`src/rtl/gate_ctrl_pkg.sv`:
```
// gate_ctrl shared definitions
// state codes and default timing constants
package gate_ctrl_pkg;

  typedef enum logic [2:0] {
    ST_IDLE  = 3'd0,
    ST_CLEAR = 3'd1,
    ST_GATE  = 3'd2,
    ST_LATCH = 3'd3,
    ST_HOLD  = 3'd4
  } state_t;

  localparam int GATE_W_DEF   = 24;
  localparam int DEF_GATE_DEF = 2380952;
  localparam int HOLD_CYC_DEF = 16;

  function automatic int cnt_w(input int max_val);
    return (max_val < 2) ? 1 : $clog2(max_val + 1);
  endfunction

endpackage

```
`src/rtl/gate_ctrl_if.sv`:
```
// gate_ctrl measurement bus
// conditioner input, config and counter-chain controls
interface gate_ctrl_if #(
  parameter int GATE_W = 24
);

  logic              counter_in;
  logic              run;
  logic              cfg_load;
  logic [GATE_W-1:0] gate_len;
  logic              cnt_pulse;
  logic              cnt_clr;
  logic              cnt_en;
  logic              latch_stb;
  logic              busy;

  modport master (
    output counter_in,
    output run,
    output cfg_load,
    output gate_len,
    input  cnt_pulse,
    input  cnt_clr,
    input  cnt_en,
    input  latch_stb,
    input  busy
  );

  modport slave (
    input  counter_in,
    input  run,
    input  cfg_load,
    input  gate_len,
    output cnt_pulse,
    output cnt_clr,
    output cnt_en,
    output latch_stb,
    output busy
  );

endinterface

```
`src/rtl/gate_ctrl_sync_edge.sv`:
```
// 2-FF synchroniser plus rising-edge detector
// rise is high for one cycle per synchronised 0->1
module sync_edge (
  input  logic clk,
  input  logic rst_n,
  input  logic d,
  output logic rise
);

  logic s1;
  logic s2;
  logic s3;

  // metastability chain followed by previous-value register
  always_ff @(posedge clk or negedge rst_n) begin
    if (!rst_n) begin
      s1 <= 1'b0;
      s2 <= 1'b0;
      s3 <= 1'b0;
    end else begin
      s1 <= d;
      s2 <= s1;
      s3 <= s2;
    end
  end

  assign rise = s2 & ~s3;

endmodule

```
`src/rtl/gate_ctrl.sv`:
```
// gate_ctrl: measurement-window sequencer
// clear -> gate -> latch -> hold framing for the counter chain
module gate_ctrl
  import gate_ctrl_pkg::*;
#(
  parameter int GATE_W   = GATE_W_DEF,
  parameter int DEF_GATE = DEF_GATE_DEF,
  parameter int HOLD_CYC = HOLD_CYC_DEF
) (
  input  logic       clk,
  input  logic       reset_n,
  gate_ctrl_if.slave bus
);

  localparam int HW = cnt_w(HOLD_CYC);

  localparam logic [GATE_W-1:0] T_ONE = GATE_W'(1);
  localparam logic [GATE_W-1:0] T_DEF = GATE_W'(DEF_GATE);
  localparam logic [HW-1:0]     H_ONE = HW'(1);
  localparam logic [HW-1:0]     H_INI = HW'(HOLD_CYC);

  state_t            state;
  logic [GATE_W-1:0] shadow;
  logic [GATE_W-1:0] timer;
  logic [HW-1:0]     hold;
  logic              rise;
  logic              pulse_q;
  logic              clr_q;
  logic              en_q;
  logic              latch_q;
  logic              busy_q;

  sync_edge u_sync (
    .clk   (clk),
    .rst_n (reset_n),
    .d     (bus.counter_in),
    .rise  (rise)
  );

  // gate-length shadow; zero requests are ignored
  always_ff @(posedge clk or negedge reset_n) begin
    if (!reset_n) begin
      shadow <= T_DEF;
    end else if (bus.cfg_load && (bus.gate_len != '0)) begin
      shadow <= bus.gate_len;
    end
  end

  // count pulse only for edges seen while gating
  always_ff @(posedge clk or negedge reset_n) begin
    if (!reset_n) begin
      pulse_q <= 1'b0;
    end else begin
      pulse_q <= rise & (state == ST_GATE);
    end
  end

  // window sequencer with registered Moore outputs
  always_ff @(posedge clk or negedge reset_n) begin
    if (!reset_n) begin
      state   <= ST_IDLE;
      timer   <= '0;
      hold    <= '0;
      clr_q   <= 1'b0;
      en_q    <= 1'b0;
      latch_q <= 1'b0;
      busy_q  <= 1'b0;
    end else begin
      clr_q   <= 1'b0;
      latch_q <= 1'b0;
      unique case (state)
        ST_IDLE: begin
          if (bus.run) begin
            state  <= ST_CLEAR;
            clr_q  <= 1'b1;
            timer  <= shadow;
            busy_q <= 1'b1;
          end
        end
        ST_CLEAR: begin
          state <= ST_GATE;
          en_q  <= 1'b1;
        end
        ST_GATE: begin
          if (timer == T_ONE) begin
            state   <= ST_LATCH;
            en_q    <= 1'b0;
            latch_q <= 1'b1;
          end else begin
            timer <= timer - T_ONE;
          end
        end
        ST_LATCH: begin
          state <= ST_HOLD;
          hold  <= H_INI;
        end
        ST_HOLD: begin
          if (hold == H_ONE) begin
            if (bus.run) begin
              state <= ST_CLEAR;
              clr_q <= 1'b1;
              timer <= shadow;
            end else begin
              state  <= ST_IDLE;
              busy_q <= 1'b0;
            end
          end else begin
            hold <= hold - H_ONE;
          end
        end
        default: begin
          state  <= ST_IDLE;
          en_q   <= 1'b0;
          busy_q <= 1'b0;
        end
      endcase
    end
  end

  assign bus.cnt_pulse = pulse_q;
  assign bus.cnt_clr   = clr_q;
  assign bus.cnt_en    = en_q;
  assign bus.latch_stb = latch_q;
  assign bus.busy      = busy_q;

endmodule

```
`src/flat_wrapper.sv`:
```
// flat-port wrapper written by rule: the top's interface ports become plain ports
module gate_ctrl_flat import gate_ctrl_pkg::*;
#(
  parameter int GATE_W   = GATE_W_DEF,
  parameter int DEF_GATE = DEF_GATE_DEF,
  parameter int HOLD_CYC = HOLD_CYC_DEF
)
  (clk, reset_n, bus_counter_in, bus_run, bus_cfg_load, bus_gate_len, bus_cnt_pulse, bus_cnt_clr, bus_cnt_en, bus_latch_stb, bus_busy);
  gate_ctrl_if #(.GATE_W(GATE_W)) bus_i ();
  input  logic clk;
  input  logic reset_n;
  input wire logic [$bits(bus_i.counter_in)-1:0] bus_counter_in;
  input wire logic [$bits(bus_i.run)-1:0] bus_run;
  input wire logic [$bits(bus_i.cfg_load)-1:0] bus_cfg_load;
  input wire logic [$bits(bus_i.gate_len)-1:0] bus_gate_len;
  output wire logic [$bits(bus_i.cnt_pulse)-1:0] bus_cnt_pulse;
  output wire logic [$bits(bus_i.cnt_clr)-1:0] bus_cnt_clr;
  output wire logic [$bits(bus_i.cnt_en)-1:0] bus_cnt_en;
  output wire logic [$bits(bus_i.latch_stb)-1:0] bus_latch_stb;
  output wire logic [$bits(bus_i.busy)-1:0] bus_busy;
  assign bus_i.counter_in = bus_counter_in;
  assign bus_i.run = bus_run;
  assign bus_i.cfg_load = bus_cfg_load;
  assign bus_i.gate_len = bus_gate_len;
  assign bus_cnt_pulse = bus_i.cnt_pulse;
  assign bus_cnt_clr = bus_i.cnt_clr;
  assign bus_cnt_en = bus_i.cnt_en;
  assign bus_latch_stb = bus_i.latch_stb;
  assign bus_busy = bus_i.busy;
  gate_ctrl #(.GATE_W(GATE_W), .DEF_GATE(DEF_GATE), .HOLD_CYC(HOLD_CYC)) u_core (.clk(clk), .reset_n(reset_n), .bus(bus_i));
endmodule
```
`config.mk`:
```
export PLATFORM = sky130hd
export DESIGN_NAME = gate_ctrl_flat
export DESIGN_NICKNAME = d
export VERILOG_FILES = /design/src/rtl/gate_ctrl_pkg.sv /design/src/rtl/gate_ctrl_if.sv /design/src/rtl/gate_ctrl_sync_edge.sv /design/src/rtl/gate_ctrl.sv /design/src/flat_wrapper.sv
export SDC_FILE = /design/constraint.sdc
export NUM_CORES = 1
export LEC_CHECK = 0
export CAP_MARGIN = 25
export CORE_MARGIN = 2
export CORE_UTILIZATION = 34
export DETAILED_ROUTE_END_ITERATION = 10
export PLACE_DENSITY = 0.65
export SETUP_SLACK_MARGIN = 0.05
export SYNTH_ARGS = -nofsm -noshare
export SYNTH_HDL_FRONTEND = slang
export SYNTH_SLANG_ARGS = --single-unit
```
`constraint.sdc`:
```
create_clock -name clk -period 2 [get_ports clk]
set_clock_uncertainty 0.1 [all_clocks]
set_input_delay 0.3 -clock clk [delete_from_list [all_inputs] [get_ports clk]]
set_output_delay 0.3 -clock clk [all_outputs]
set_load 0.01 [all_outputs]
```
==> flow_metrics.tcl <==
set metrics [dict create \
    cp-end-kind "flop" \
    dieHeight_um 101 \
    layout_commonest_cell "buf_4" \
    required_ps 2180 \
    vdd_drop_max_uv 528 \
    status "finished with violations" \
    die_w_um 101 \
    clockBufferDepth 2 \
    min_to "u_core.shadow[2]" \
    cts_root_buffer "clkbuf_8" \
    startpoint "u_core.timer[18]" \
    clk_pin_slew_worst_paths_ps 80 \
    final_nets 482 \
    hold_class "in2reg" \
    ys.flop_type "dfrtp_1" \
    grt_pass1_wl_mm 14.9 \
    synthCells 316 \
    routed_wl_mm 9.61 \
    syn_area_per_cell_um2 10.1 \
    max_freq_mhz 462 \
    report.power.total_mw 6.86 \
    tritoncts "done" \
    synth_async_sr_flop_share_pct 100 \
    ys_warn_count 0 \
    hold_ws_ps 149 \
    die-area_um2 10200 \
    seqCellArea_um2 1610 \
    place_ws_ps -310 \
    fin_tns_setup_ps -2720 \
    syn-num-nets 349 \
    track_usage_pct 18.5 \
    leakage_nw 2.23 \
    ant_nets 0 \
    period_share_pct 108 \
    utilization_pct 55.3 \
    setup_violations 25 \
    ys_seq_elements 64 \
    hp-start "bus_gate_len[2]" \
    io_buffer_count 33 \
    detail_route.wl_per_cell_um 17.0 \
    multi_input_area_um2 1760 \
    post-route-min-period_ps 2160 \
    nFillCells 770 \
    grt_pass1_vias 3091 \
    grt_overflow 0 \
    rrSetupSlack_ps -160 \
    pin_count 34 \
    maxCapViolations 0 \
    first_pass_iters 4 \
    setup_ws_ps -163 \
    reg2reg_to "u_core.timer[9]" \
    vias_per_cell 5.50 \
    clk_latency_ps 360 \
    syn_to_final_growth_pct 58.7 \
    slew_headroom_pct 61.9 \
    rows 35 \
    layout_common_cells "buf_4, dfrtp_1, nand2_1, mux2_2, clkdlybuf4s50_1" \
    coreArea_um2 9200 \
    routabilityCongestion 0.920 \
    initial_core_util_pct 34.9 \
    crit_arrival_ps 2350 \
    violations "negative setup slack" \
    drt_iter0_drc 245 \
    clock_sinks 64 \
    antenna_found_initial 0 \
    syn_area_um2 3210 \
    worstPathMaxFanout 4 \
    r2r-start "u_core.timer[18]" \
    worstMarginPinSlew_ps 567 \
    drive_gt1_share_pct 46.0 \
    dr_total_vias 3105 \
    rsz0062_at_grt "true" \
    finalHoldViolations 0 \
    remaining_drc_errors 0 \
    drv_slew 0 \
    synth-edff-count 0 \
    ys_seq_area_share_pct 50.3 \
    min_path_cells 2 \
    htree_levels 3 \
    dpl.hpwl_mm 6.08 \
    critPathLaunchType "flop" \
    critPathKind "reg2reg" \
    grt_max_degree 65 \
    antenna_cells 0 \
    rr_worst_depth 8 \
    p_per_area_nw_per_um2 1350 \
    cts_buffers 9 \
    ys_types 54 \
]
cell type report:
type | count | area share (%)
clock inverter | 7 | 1.52
inverter | 12 | 0.984
sequential | 64 | 31.7
tap | 111 | 2.73
clock buffer | 9 | 2.43
timing repair buffer | 138 | 26.0
multi-input combinational | 224 | 34.6
cell families (layout without fill, tap and decap cells):
family                     after synthesis  in the layout  share of synthesized area [%]
adders and majority gates                4              4                           1.56
DFF                                     64             64                           50.3
buffers and inverters                   28            166                           3.94
xor gates and xnor gates                 5              5                           1.37
muxes                                   20             20                           6.95
AOI/OAI and AO/OA                       86             86                           18.1
and+or+nand+nor                        109            109                           17.8
routing by layer:
layer  track usage (%)  wire length, um  vias to the layer above
met5                 0                0                        -
met4              7.17              262                        0
met3              3.54              439                       23
met2              30.5             4950                      107
met1              24.1             3960                     1520
li1                  -                -                     1455
synthesized netlist by cell type, drive strengths merged (4+ instances only):
library cell | count | area [um2]
dfrtp | 56 | 1400
nand2 | 35 | 131
a21oi | 25 | 125
nor2 | 21 | 88.8
mux2 | 18 | 203
nor4 | 15 | 109
inv | 12 | 45.0
o21ai | 10 | 50.0
nor3 | 9 | 45.0
a31oi | 8 | 50.1
buf | 8 | 51.3
clkbuf | 8 | 30.0
dfstp | 8 | 210
nand3 | 5 | 25.0
o22ai | 5 | 31.3
xnor2 | 5 | 43.8
and3 | 4 | 25.0
ha | 4 | 50.1
o211ai | 4 | 30.0
o21a | 4 | 30.0
o22a | 4 | 35.0
or4 | 4 | 33.8
worst max-delay path by stage:
| stage | slack (ps) | end | cells past startpoint |
|---|---|---|---|
| 2_1_floorplan | -70 | u_core.timer[0] | 6 |
| 3_3_place_gp | -260 | u_core.shadow[1] | 6 |
| 3_5_place_dp | -310 | u_core.shadow[1] | 7 |
| 4_1_cts | -150 | u_core.timer[17] | 7 |
| 5_1_grt | -240 | u_core.timer[17] | 7 |
| 6_report | -160 | u_core.timer[9] | 8 |
stage by stage:
stage          cell area, um2  std cells
3_3_place_gp             4270        522
2_1_floorplan            3250        316
4_1_cts                  4740        554
5_1_grt                  5090        565
3_5_place_dp             4270        522
6_report                 5090        565
sequential cells by signal, indices dropped and copies added (netlist names):
name                  count
u_core.bus.cnt_en         1
u_core.u_sync.s1          1
u_core.timer             24
u_core.bus.cnt_clr        1
u_core.bus.latch_stb      1
u_core.hold               5
u_core.shadow            24
u_core.bus.cnt_pulse      1
u_core.state              3
u_core.bus.busy           1
u_core.u_sync.s2          1
u_core.u_sync.s3          1
critical path, stage by stage (launching register included):
cell and delay, ps:
dfrtp_1 380, or4_4 560, nor4_4 240, buf_4 180
a31oi_4 120, buf_6 170, buf_4 130, o21ai_2 100
o2bb2ai_1 110
where the power goes:
part	leakage (nW)	internal (mW)	switching, mW
Combinational	1.39	1.99	1.73
Clock	0.100	0.585	0.561
Sequential	0.744	1.68	0.305
timing repair:
item / CTS / global route
hold buffers: 1 / 0
setup endpoints to repair: 26 / 51
pin swaps: 21 / 31
cloned: 0 / 3
setup buffers: 16 / 10
endpoints found under the hold margin: 56 / 0
resized for setup: 43 / 52
No activity file was read; power rests on OpenSTA's default activity.
